$ cat config.mk
export PLATFORM = sky130hd
export DESIGN_NAME = mmm_exp_ctrl
export DESIGN_NICKNAME = d
export VERILOG_FILES = /design/src/rtl/mmm_exp_pkg.sv /design/src/rtl/mmm_phase_gen.sv /design/src/rtl/mmm_exp_ctrl.sv
export SDC_FILE = /design/constraint.sdc
export NUM_CORES = 1
export LEC_CHECK = 0
export BUFFER_PORTS_ARGS = -buffer_cell sky130_fd_sc_hd__buf_4
export CAP_MARGIN = 15
export CORE_ASPECT_RATIO = 1.75
export CORE_MARGIN = 3
export CORE_UTILIZATION = 40
export CTS_BUF_LIST = sky130_fd_sc_hd__clkbuf_8
export CTS_CLUSTER_DIAMETER = 80
export DETAILED_ROUTE_END_ITERATION = 6
export HOLD_SLACK_MARGIN = 0.03
export SLEW_MARGIN = 20
export SYNTH_ARGS = -nofsm -noshare
export SYNTH_HDL_FRONTEND = slang
export SYNTH_SLANG_ARGS = --single-unit
$ cat constraint.sdc
create_clock -name clk -period 2.8 [get_ports clk]
set_input_delay 0 -clock clk [delete_from_list [all_inputs] [get_ports clk]]
set_output_delay 0 -clock clk [all_outputs]
set_load 0.02 [all_outputs]
$ cat src/rtl/mmm_exp_pkg.sv
// mmm_exp_pkg: shared types and constants for the modular-exponentiation
// sequencer (mmm_exp_ctrl) and its phase generator (mmm_phase_gen).
//   exp_state_t          : sequencer state encoding
//   PH_*                 : phase offsets within one multiplier operation
//   op_len(width)        : cycles per multiplier operation
package mmm_exp_pkg;

  typedef enum logic [2:0] {
    ST_IDLE,
    ST_SQR,
    ST_MUL,
    ST_CONV,
    ST_FIN
  } exp_state_t;

  // Absolute phases at the start of an op
  localparam int PH_CLEAR = 0;
  localparam int PH_LD_A  = 1;
  localparam int PH_RUN   = 2;
  // Phases at the end of an op, expressed as offsets from WIDTH
  localparam int PH_LAST_RUN_OFS = 1;
  localparam int PH_LD_R_OFS     = 2;
  localparam int PH_LOCK_OFS     = 3;

  function automatic int op_len(input int width);
    return width + 4;
  endfunction

endpackage

$ cat src/rtl/mmm_phase_gen.sv
// mmm_phase_gen: per-operation phase counter and multiplier strobe decode.
// Ports:
//   clk, rstb        clock, async active-low reset
//   ena              global enable; low freezes counter and strobes
//   op_start         begin a new op in the next cycle (p=0)
//   mmm_clear/ld_a/ld_r/lock  registered strobes for the multiplier
//   op_last          high in the lock cycle (final phase of an op)
module mmm_phase_gen
  import mmm_exp_pkg::*;
#(
  parameter int WIDTH = 8
) (
  input  logic clk,
  input  logic rstb,
  input  logic ena,
  input  logic op_start,
  output logic mmm_clear,
  output logic mmm_ld_a,
  output logic mmm_ld_r,
  output logic mmm_lock,
  output logic op_last
);

  localparam int OPL = op_len(WIDTH);
  localparam int PW  = $clog2(OPL);

  localparam logic [PW-1:0] P_CLEAR = PW'(PH_CLEAR);
  localparam logic [PW-1:0] P_LD_A  = PW'(PH_LD_A);
  localparam logic [PW-1:0] P_LD_R  = PW'(WIDTH + PH_LD_R_OFS);
  localparam logic [PW-1:0] P_LOCK  = PW'(WIDTH + PH_LOCK_OFS);

  logic [PW-1:0] p_q, p_nxt;
  logic          act_q, act_nxt;

  // A new op may start in the same cycle the previous one locks; without
  // op_start the counter parks at 0 and goes inactive after the lock phase.
  always_comb begin
    p_nxt   = p_q;
    act_nxt = act_q;
    if (op_start) begin
      p_nxt   = P_CLEAR;
      act_nxt = 1'b1;
    end else if (act_q) begin
      if (p_q == P_LOCK) begin
        p_nxt   = '0;
        act_nxt = 1'b0;
      end else begin
        p_nxt = p_q + PW'(1);
      end
    end
  end

  // Strobes are decoded from the next phase so they are registered outputs.
  always_ff @(posedge clk or negedge rstb) begin
    if (!rstb) begin
      p_q       <= '0;
      act_q     <= 1'b0;
      mmm_clear <= 1'b0;
      mmm_ld_a  <= 1'b0;
      mmm_ld_r  <= 1'b0;
      mmm_lock  <= 1'b0;
    end else if (ena) begin
      p_q       <= p_nxt;
      act_q     <= act_nxt;
      mmm_clear <= act_nxt && (p_nxt == P_CLEAR);
      mmm_ld_a  <= act_nxt && (p_nxt == P_LD_A);
      mmm_ld_r  <= act_nxt && (p_nxt == P_LD_R);
      mmm_lock  <= act_nxt && (p_nxt == P_LOCK);
    end
  end

  assign op_last = mmm_lock;

endmodule

$ cat src/rtl/mmm_exp_ctrl.sv
// mmm_exp_ctrl: left-to-right square-and-multiply sequencer driving a
// Montgomery multiplier.
// Build option: MMM_EXP_FINAL_CONV_EN adds a final MMM(acc,1) so result is
// in the normal domain; otherwise result stays in the Montgomery domain.
// Ports:
//   clk, rstb, ena          clock, async active-low reset, global enable
//   start                   request, taken only in IDLE with ena=1
//   base, exponent, modulus, mont_one   operands (base in Montgomery form)
//   busy, done, result      status / one-cycle done pulse / final acc
//   mmm_clear/ld_a/ld_r/lock, mmm_a/b/m, mmm_r   multiplier interface
//
// state | meaning
// IDLE  | waiting for start
// SQR   | acc = MMM(acc, acc)
// MUL   | acc = MMM(acc, base)
// CONV  | acc = MMM(acc, 1), leave Montgomery domain
// FIN   | done pulse, result valid
module mmm_exp_ctrl
  import mmm_exp_pkg::*;
#(
  parameter int WIDTH = 8
) (
  input  logic             clk,
  input  logic             rstb,
  input  logic             ena,
  input  logic             start,
  input  logic [WIDTH-1:0] base,
  input  logic [WIDTH-1:0] exponent,
  input  logic [WIDTH-1:0] modulus,
  input  logic [WIDTH-1:0] mont_one,
  output logic             busy,
  output logic             done,
  output logic [WIDTH-1:0] result,
  output logic             mmm_clear,
  output logic             mmm_ld_a,
  output logic             mmm_ld_r,
  output logic             mmm_lock,
  output logic [WIDTH-1:0] mmm_a,
  output logic [WIDTH-1:0] mmm_b,
  output logic [WIDTH-1:0] mmm_m,
  input  logic [WIDTH-1:0] mmm_r
);

  localparam int IW = (WIDTH > 1) ? $clog2(WIDTH) : 1;
  localparam logic [IW-1:0]    I_TOP = IW'(WIDTH - 1);
  localparam logic [WIDTH-1:0] ONE   = WIDTH'(1);

`ifdef MMM_EXP_FINAL_CONV_EN
  localparam bit HAS_CONV = 1'b1;
`else
  localparam bit HAS_CONV = 1'b0;
`endif

  exp_state_t       state;
  logic [WIDTH-1:0] acc, base_q, exp_q;
  logic [IW-1:0]    i_q;
  logic             op_last, op_start, chain_more;

  // Whether the op locking this cycle is followed by another op.
  always_comb begin
    chain_more = 1'b0;
    case (state)
      ST_SQR:  chain_more = exp_q[i_q] || (i_q != '0) || HAS_CONV;
      ST_MUL:  chain_more = (i_q != '0) || HAS_CONV;
      default: chain_more = 1'b0;
    endcase
  end

  assign op_start = ((state == ST_IDLE) && start) || (op_last && chain_more);

  mmm_phase_gen #(.WIDTH(WIDTH)) u_phase (
    .clk       (clk),
    .rstb      (rstb),
    .ena       (ena),
    .op_start  (op_start),
    .mmm_clear (mmm_clear),
    .mmm_ld_a  (mmm_ld_a),
    .mmm_ld_r  (mmm_ld_r),
    .mmm_lock  (mmm_lock),
    .op_last   (op_last)
  );

  // Operand buses are updated together with acc at each lock edge so they
  // are already valid in the clear cycle of the following op.
  always_ff @(posedge clk or negedge rstb) begin
    if (!rstb) begin
      state  <= ST_IDLE;
      busy   <= 1'b0;
      done   <= 1'b0;
      result <= '0;
      mmm_a  <= '0;
      mmm_b  <= '0;
      mmm_m  <= '0;
      acc    <= '0;
      base_q <= '0;
      exp_q  <= '0;
      i_q    <= '0;
    end else if (ena) begin
      done <= 1'b0;
      case (state)
        ST_IDLE: begin
          if (start) begin
            base_q <= base;
            exp_q  <= exponent;
            mmm_m  <= modulus;
            acc    <= mont_one;
            mmm_a  <= mont_one;
            mmm_b  <= mont_one;
            i_q    <= I_TOP;
            busy   <= 1'b1;
            state  <= ST_SQR;
          end
        end
        ST_SQR, ST_MUL: begin
          if (op_last) begin
            acc <= mmm_r;
            if ((state == ST_SQR) && exp_q[i_q]) begin
              mmm_a <= mmm_r;
              mmm_b <= base_q;
              state <= ST_MUL;
            end else if (i_q != '0) begin
              mmm_a <= mmm_r;
              mmm_b <= mmm_r;
              i_q   <= i_q - IW'(1);
              state <= ST_SQR;
            end else if (HAS_CONV) begin
              mmm_a <= mmm_r;
              mmm_b <= ONE;
              state <= ST_CONV;
            end else begin
              busy   <= 1'b0;
              done   <= 1'b1;
              result <= mmm_r;
              state  <= ST_FIN;
            end
          end
        end
        ST_CONV: begin
          if (op_last) begin
            acc    <= mmm_r;
            busy   <= 1'b0;
            done   <= 1'b1;
            result <= mmm_r;
            state  <= ST_FIN;
          end
        end
        ST_FIN:  state <= ST_IDLE;
        default: state <= ST_IDLE;
      endcase
    end
  end

endmodule

; Yosys cells after proc, flatten, opt, wreduce, memory -nomap -nowiden
; Index checks and enable logic that the tools add are counted.
[word_totals]
output_inout_bits = 38
in_bits = 44
register_bits = 65
word_cells = 99
[classes]
reduce_logical = 22
eq_ne = 14
n_addsub = 2
order_cmp = 1
n_mux = 44
[ops]
columns = op, n
row1 = 2-to-1 mux 8 bit, 10
row2 = one-hot mux 8 bit (2 select lines), 3
row3 = 2-to-1 mux 3 bit, 9
row4 = 2-to-1 mux 1 bit, 13
row5 = "== test 4 bit, second input constant", 3
row6 = 2-to-1 mux 4 bit, 3
row7 = AND reduction 6 bit, 2
row8 = one-hot mux 3 bit (3 select lines), 1
row9 = "!= test 2 bit, second input constant", 4
row10 = logical AND 1 bit, 7
row11 = AND reduction 7 bit, 1
row12 = "== test 3 x 2 -> 1 bit, second input constant", 2
row13 = one-hot mux 3 bit (2 select lines), 1
row14 = nonzero test 3 bit, 2
row15 = AND reduction 5 bit, 1
row16 = "adder 4 x 1 -> 4 bit, second input constant", 1
row17 = "== test 4 x 1 -> 1 bit, second input constant", 1
row18 = logical NOT 4 bit, 1
row19 = "less-than comparator 3 x 4 -> 1 bit, second input constant", 1
row20 = "!= test 2 x 1 -> 1 bit, second input constant", 2
row21 = one-hot mux 1 bit (2 select lines), 2
row22 = AND reduction 4 bit, 1
row23 = nonzero test 2 bit, 2
row24 = binary-select mux 1 bit (select 3 bit), 1
row25 = other kinds (8), 9

; Longest topological paths before layout
[logic_depth]
word_depth = 9
ltp_mapped = 8
depth_no_buf = 7

; Hierarchy
; From an unflattened synthesis, not the netlist that was laid out.
[hier_totals]
cells_unflattened = 275
hier_area_um2 = 3241.9
[modules_own_cells]
columns = module, cells_per_inst, area_per_inst_um2, seq_area_each_um2, n_inst
row1 = mmm_exp_ctrl, 216, 2701.3, 1401.3, 1
row2 = mmm_phase_gen, 59, 540.5, 225.2, 1

; Worst setup path before layout
; OpenSTA, ideal clock, no wires.
[synth_path]
path_kind = register to register
startpoint = register i_q[0]
endpoint = register result[1]
arrival_ps = 2139
synth_period_minus_slack_ps = 2264
path_stages_with_launch = 8
path_slack_ps = 536
cell_sequence = dfrtp_1 -> mux2_1 -> or3_1 -> buf_2 -> a21o_1 -> a211o_1 -> buf_6 -> mux2_4
[synth_between]
elab_chain_len = 5
[synth_lines]
columns = element, line
row1 = from (decl), mmm_exp_ctrl.sv:56  ; logic [IW-1:0] i_q;
row2 = from (signal assigned), mmm_exp_ctrl.sv:124  ; i_q <= i_q - IW'(1);
row3 = binary-select mux 1 bit (select 3 bit), mmm_exp_ctrl.sv:117  ; if ((state == ST_SQR) && exp_q[i_q]) begin
row4 = 2-to-1 mux 1 bit (implied by the code), mmm_exp_ctrl.sv:117
row5 = logical AND 1 bit, mmm_exp_ctrl.sv:117
row6 = != test 2 bit (no source line), -
row7 = AND reduction 6 bit (no source line) (*), -
row8 = to (signal assigned), mmm_exp_ctrl.sv:133  ; result <= mmm_r;
row9 = to (signal assigned), mmm_exp_ctrl.sv:143  ; result <= mmm_r;
row10 = to (decl), mmm_exp_ctrl.sv:33  ; output logic [WIDTH-1:0] result,
; Mark *: on every way between the ends. The rest lies on a longest branch, timed or not. The select of a mux whose other input is x is not followed.
; A chain may end at the register's enable or synchronous reset.

; Worst setup path after layout
[layout_path]
startpoint = register i_q[0]
endpoint = register result[7]
; The elaborated chain is that of the path after synthesis.

==> summary.txt <==
Status
  • Run status: completed

Route
  • Drt drc: 0
  • DRT Wirelength: 8.00 mm
  • Post-DR wirelength/cell: 16.4 µm
  • Post-route ant nets: 0
  • Initial DRC Count: 162
  • First-pass DRT Iterations: 4
  • Vias per cell: 5.27
  • Via count: 2,576

Clock network
  • CTS Buf Count: 9
  • Reg clk slew, reported paths: 70 ps
  • Clk Latency, worst-skew pair: 360 ps
  • H-Tree Depth: 3
  • Clk buf depth: 2
  • Clock root buffer master: clkbuf_8
  • CTS tree: yes
  • Setup Buffers After CTS: 0
  • # clock sinks: 65

Die
  • Initial core utilization: 0.414
  • Core box area: 0.00762 mm²
  • Die Span Y: roughly 120 µm
  • Die area: 0.00903 mm²
  • Rows: between 40 and 50
  • Top Ports: 82
  • Die Wd: 73.1 µm

Synth
  • Sequential area share after synthesis: 0.516
  • Main flop type after synthesis: dfrtp_1
  • Yosys top cell by area: dfrtp_1
  • Mapped Cells: approximately 270
  • Synth area leaders: dfrtp_1, mux2_2, nand2_1
  • Post-synth net total: 319
  • Async SR Flop Fraction: 1.00
  • Yosys cell types: 45
  • Post-synth EDFFs: 0
  • Synth Warn #: 0
  • Avg Cell Area, Syn: around 12 µm²
  • Synth Register Bits: 65
  • Synth top area share: 0.516
  • Cell Area, Synth: about 0.0032 mm²

Pwr
  • Max IR drop VDD: 0.429 mV
  • Comb pwr share: 0.469
  • Design Power: about 4.5 mW
  • P per Cell Area: 1010 mW/mm²
  • Sequential Power Share: 0.367
  • Leakage: 2.18 nW
  • Sw power: 1.74 mW
  • P_int: 2.74 mW
  • Switching share of power: 0.388
  • Power share of the clock group: 0.164

Global route
  • Antenna violations before repair: 0
  • Pin count of the biggest net entering global routing: 66
  • GRT Resource Usage Total: 0.189
  • Total gr overflow: 0
  • First-pass GRT wire length: around 13 mm
  • Vias in the first global route: around 2,700

Setup path
  • Buffer and inverter count on the worst path: 0
  • Critical path class: reg -> reg
  • Max incr delay on CP: around 530 ps
  • Crit end category: flop
  • Crit path cell chain: mux2_1 -> or3_1 -> a21o_1 -> a211o_1 -> mux2_4
  • CP arrival: 2670 ps
  • Slowest stage cell, crit path: a211o_1
  • Crit-path leading delay family: compound AO/OA/AOI/OAI gates
  • Crit path max fanout: 11
  • Critical Path Start Type: flop
  • Req. time, crit path: a little over 3000 ps

Timing
  • Fin. max-slew vios: 0
  • Final worst slack: 364 ps
  • Setup violators final: 0
  • RSZ-0062 raised after global routing: false
  • TNS Setup: 0 ps
  • Clock period minus worst slack: 2440 ps
  • Clk_skew: 15.5 ps
  • Final Cycle Share: 0.870
  • Fmax: 410 MHz
  • Fin. Hold Viols: 0
  • Worst slew pin tran: 838 ps
  • Slew HR: 0.442

Cells and area
  • Final Non-Filler Cells: 489
  • Antenna Diode Count: 0
  • Area Growth Syn to Fin: 40.9%
  • Share of cells above drive strength 1: 0.369
  • Final net count: 443
  • Utilization after layout: 0.583

Placed design
  • Pre-CTS setup slack: 358 ps
  • Port bufs: 81
  • Post-DP HPWL: 5.44 mm
  • Routability cong.: 0.860
  • Placed cells: 432

Hold path
  • Worst hold path class: in -> reg

Run
  • Number of max-cap violations: 0
[cells in the mapped netlist, types with 3 or more instances]
cell type	n
dfrtp_1	65
nand2_1	35
mux2_2	34
inv_1	16
clkbuf_1	11
mux2i_1	11
nand4_1	9
o221ai_1	8
mux2_4	7
nand2b_1	6
o21ai_0	6
a21o_1	5
a21oi_1	5
nor2_1	5
a31oi_1	4
and3_1	3
buf_2	3
ha_1	3
xor2_1	3
[cell families (layout without fill, tap and decap cells)]
logic type / Yosys count / count (layout) / share of synthesized area
AND/OR/NAND/NOR: 70 / 70 / 0.110
flip-flops: 65 / 65 / 0.516
multiplexers: 54 / 54 / 0.200
AO/OA/AOI/OAI: 46 / 46 / 0.113
buffers and inverters: 31 / 160 / 0.0405
adder cells (fa/ha/maj): 3 / 3 / 0.0119
XOR/XNOR: 3 / 3 / 0.00833
[flip-flops by register name, indices dropped and copies added, names as in the netlist]
register           count
base_q                 8
exp_q                  8
mmm_a                  8
mmm_b                  8
mmm_m                  8
result                 8
u_phase.p_q            4
i_q                    3
state                  3
busy                   1
done                   1
u_phase.act_q          1
u_phase.mmm_clear      1
u_phase.mmm_ld_a       1
u_phase.mmm_ld_r       1
u_phase.mmm_lock       1
[worst paths after layout]
| path | startpoint | to | slack, ps | cells past startpoint |
|---|---|---|---|---|
| max | i_q[0] | result[7] | 360 | 5 |
| min in group asynchronous | rstb | mmm_b[5] | 280 | 2 |
| min reg2reg | u_phase.mmm_ld_r | u_phase.mmm_ld_r | 490 | 2 |
| min | ena | u_phase.mmm_ld_a | 40 | 2 |
| max reg2reg | i_q[0] | result[7] | 360 | 5 |
| max in group asynchronous | rstb | i_q[0] | 1960 | 2 |
[metrics by stage]
step,cell area [µm²],hold slack (ps)
final,4440,44.4
after global routing,4440,67.6
after global placement,3850,161
after CTS,4440,40.6
after floorplan,3150,-296
after detailed placement,3850,159
[layer usage]
| metal | global-route usage | wire [µm] | up-vias |
|---|---|---|---|
| li1 | - | - | 1226 |
| met1 | 0.214 | 3060 | 1258 |
| met2 | 0.326 | 4360 | 71 |
| met3 | 0.0277 | 345 | 21 |
| met4 | 0.120 | 240 | 0 |
| met5 | 0 | 0 | - |
[repair_timing]
action                                 CTS  global route
endpoints found under the hold margin  113             0
hold buffers                            41             0
resized for setup                        0             0
[placed cells by master, fill, tap and decap left out, types with 2 or more instances in the layout]
master         count
xor2_1             3
nand2b_1           6
mux2_4             7
clkinvlp_4         3
nand3_1            2
nand2_1           35
o21ai_0            6
and3_1             3
a21o_1             5
clkbuf_8          11
dfrtp_1           65
nor2b_1            2
o21a_1             2
inv_1             17
mux2_2            34
o221ai_1           8
or3_1              2
a31oi_1            4
dlygate4sd3_1     41
a21oi_1            5
a211oi_1           2
nor2_1             5
buf_4             87
mux2i_1           11
ha_1               3
nand4_1            9
o41ai_1            2
o22ai_1            2
[worst register-to-register path, stage by stage (launching register included)]
cell	delay, ps
dfrtp_1	430
mux2_1	330
or3_1	390
a21o_1	280
a211o_1	530
mux2_4	370
[power by group through the flow]
stage	Clock (mW)	Combinational, mW	Sequential [mW]
after floorplan	0	1.13	1.85
after global routing	0.791	2.32	1.70
after CTS	0.753	2.13	1.65
final	0.735	2.10	1.65
after detailed placement	0	2.08	1.67
after global placement	0	2.05	1.65
[layout make-up]
class | instances | area [µm²]
Clock buffer | 11 | 151
Sequential cell | 65 | 1630
Clock inverter | 5 | 31.3
Multi-Input combinational cell | 176 | 1400
Timing Repair Buffer | 128 | 1060
Tap cell | 88 | 110
Fill cell | 657 | 3180
Inverter | 16 | 60.1
No activity file was read; power rests on OpenSTA's default activity.
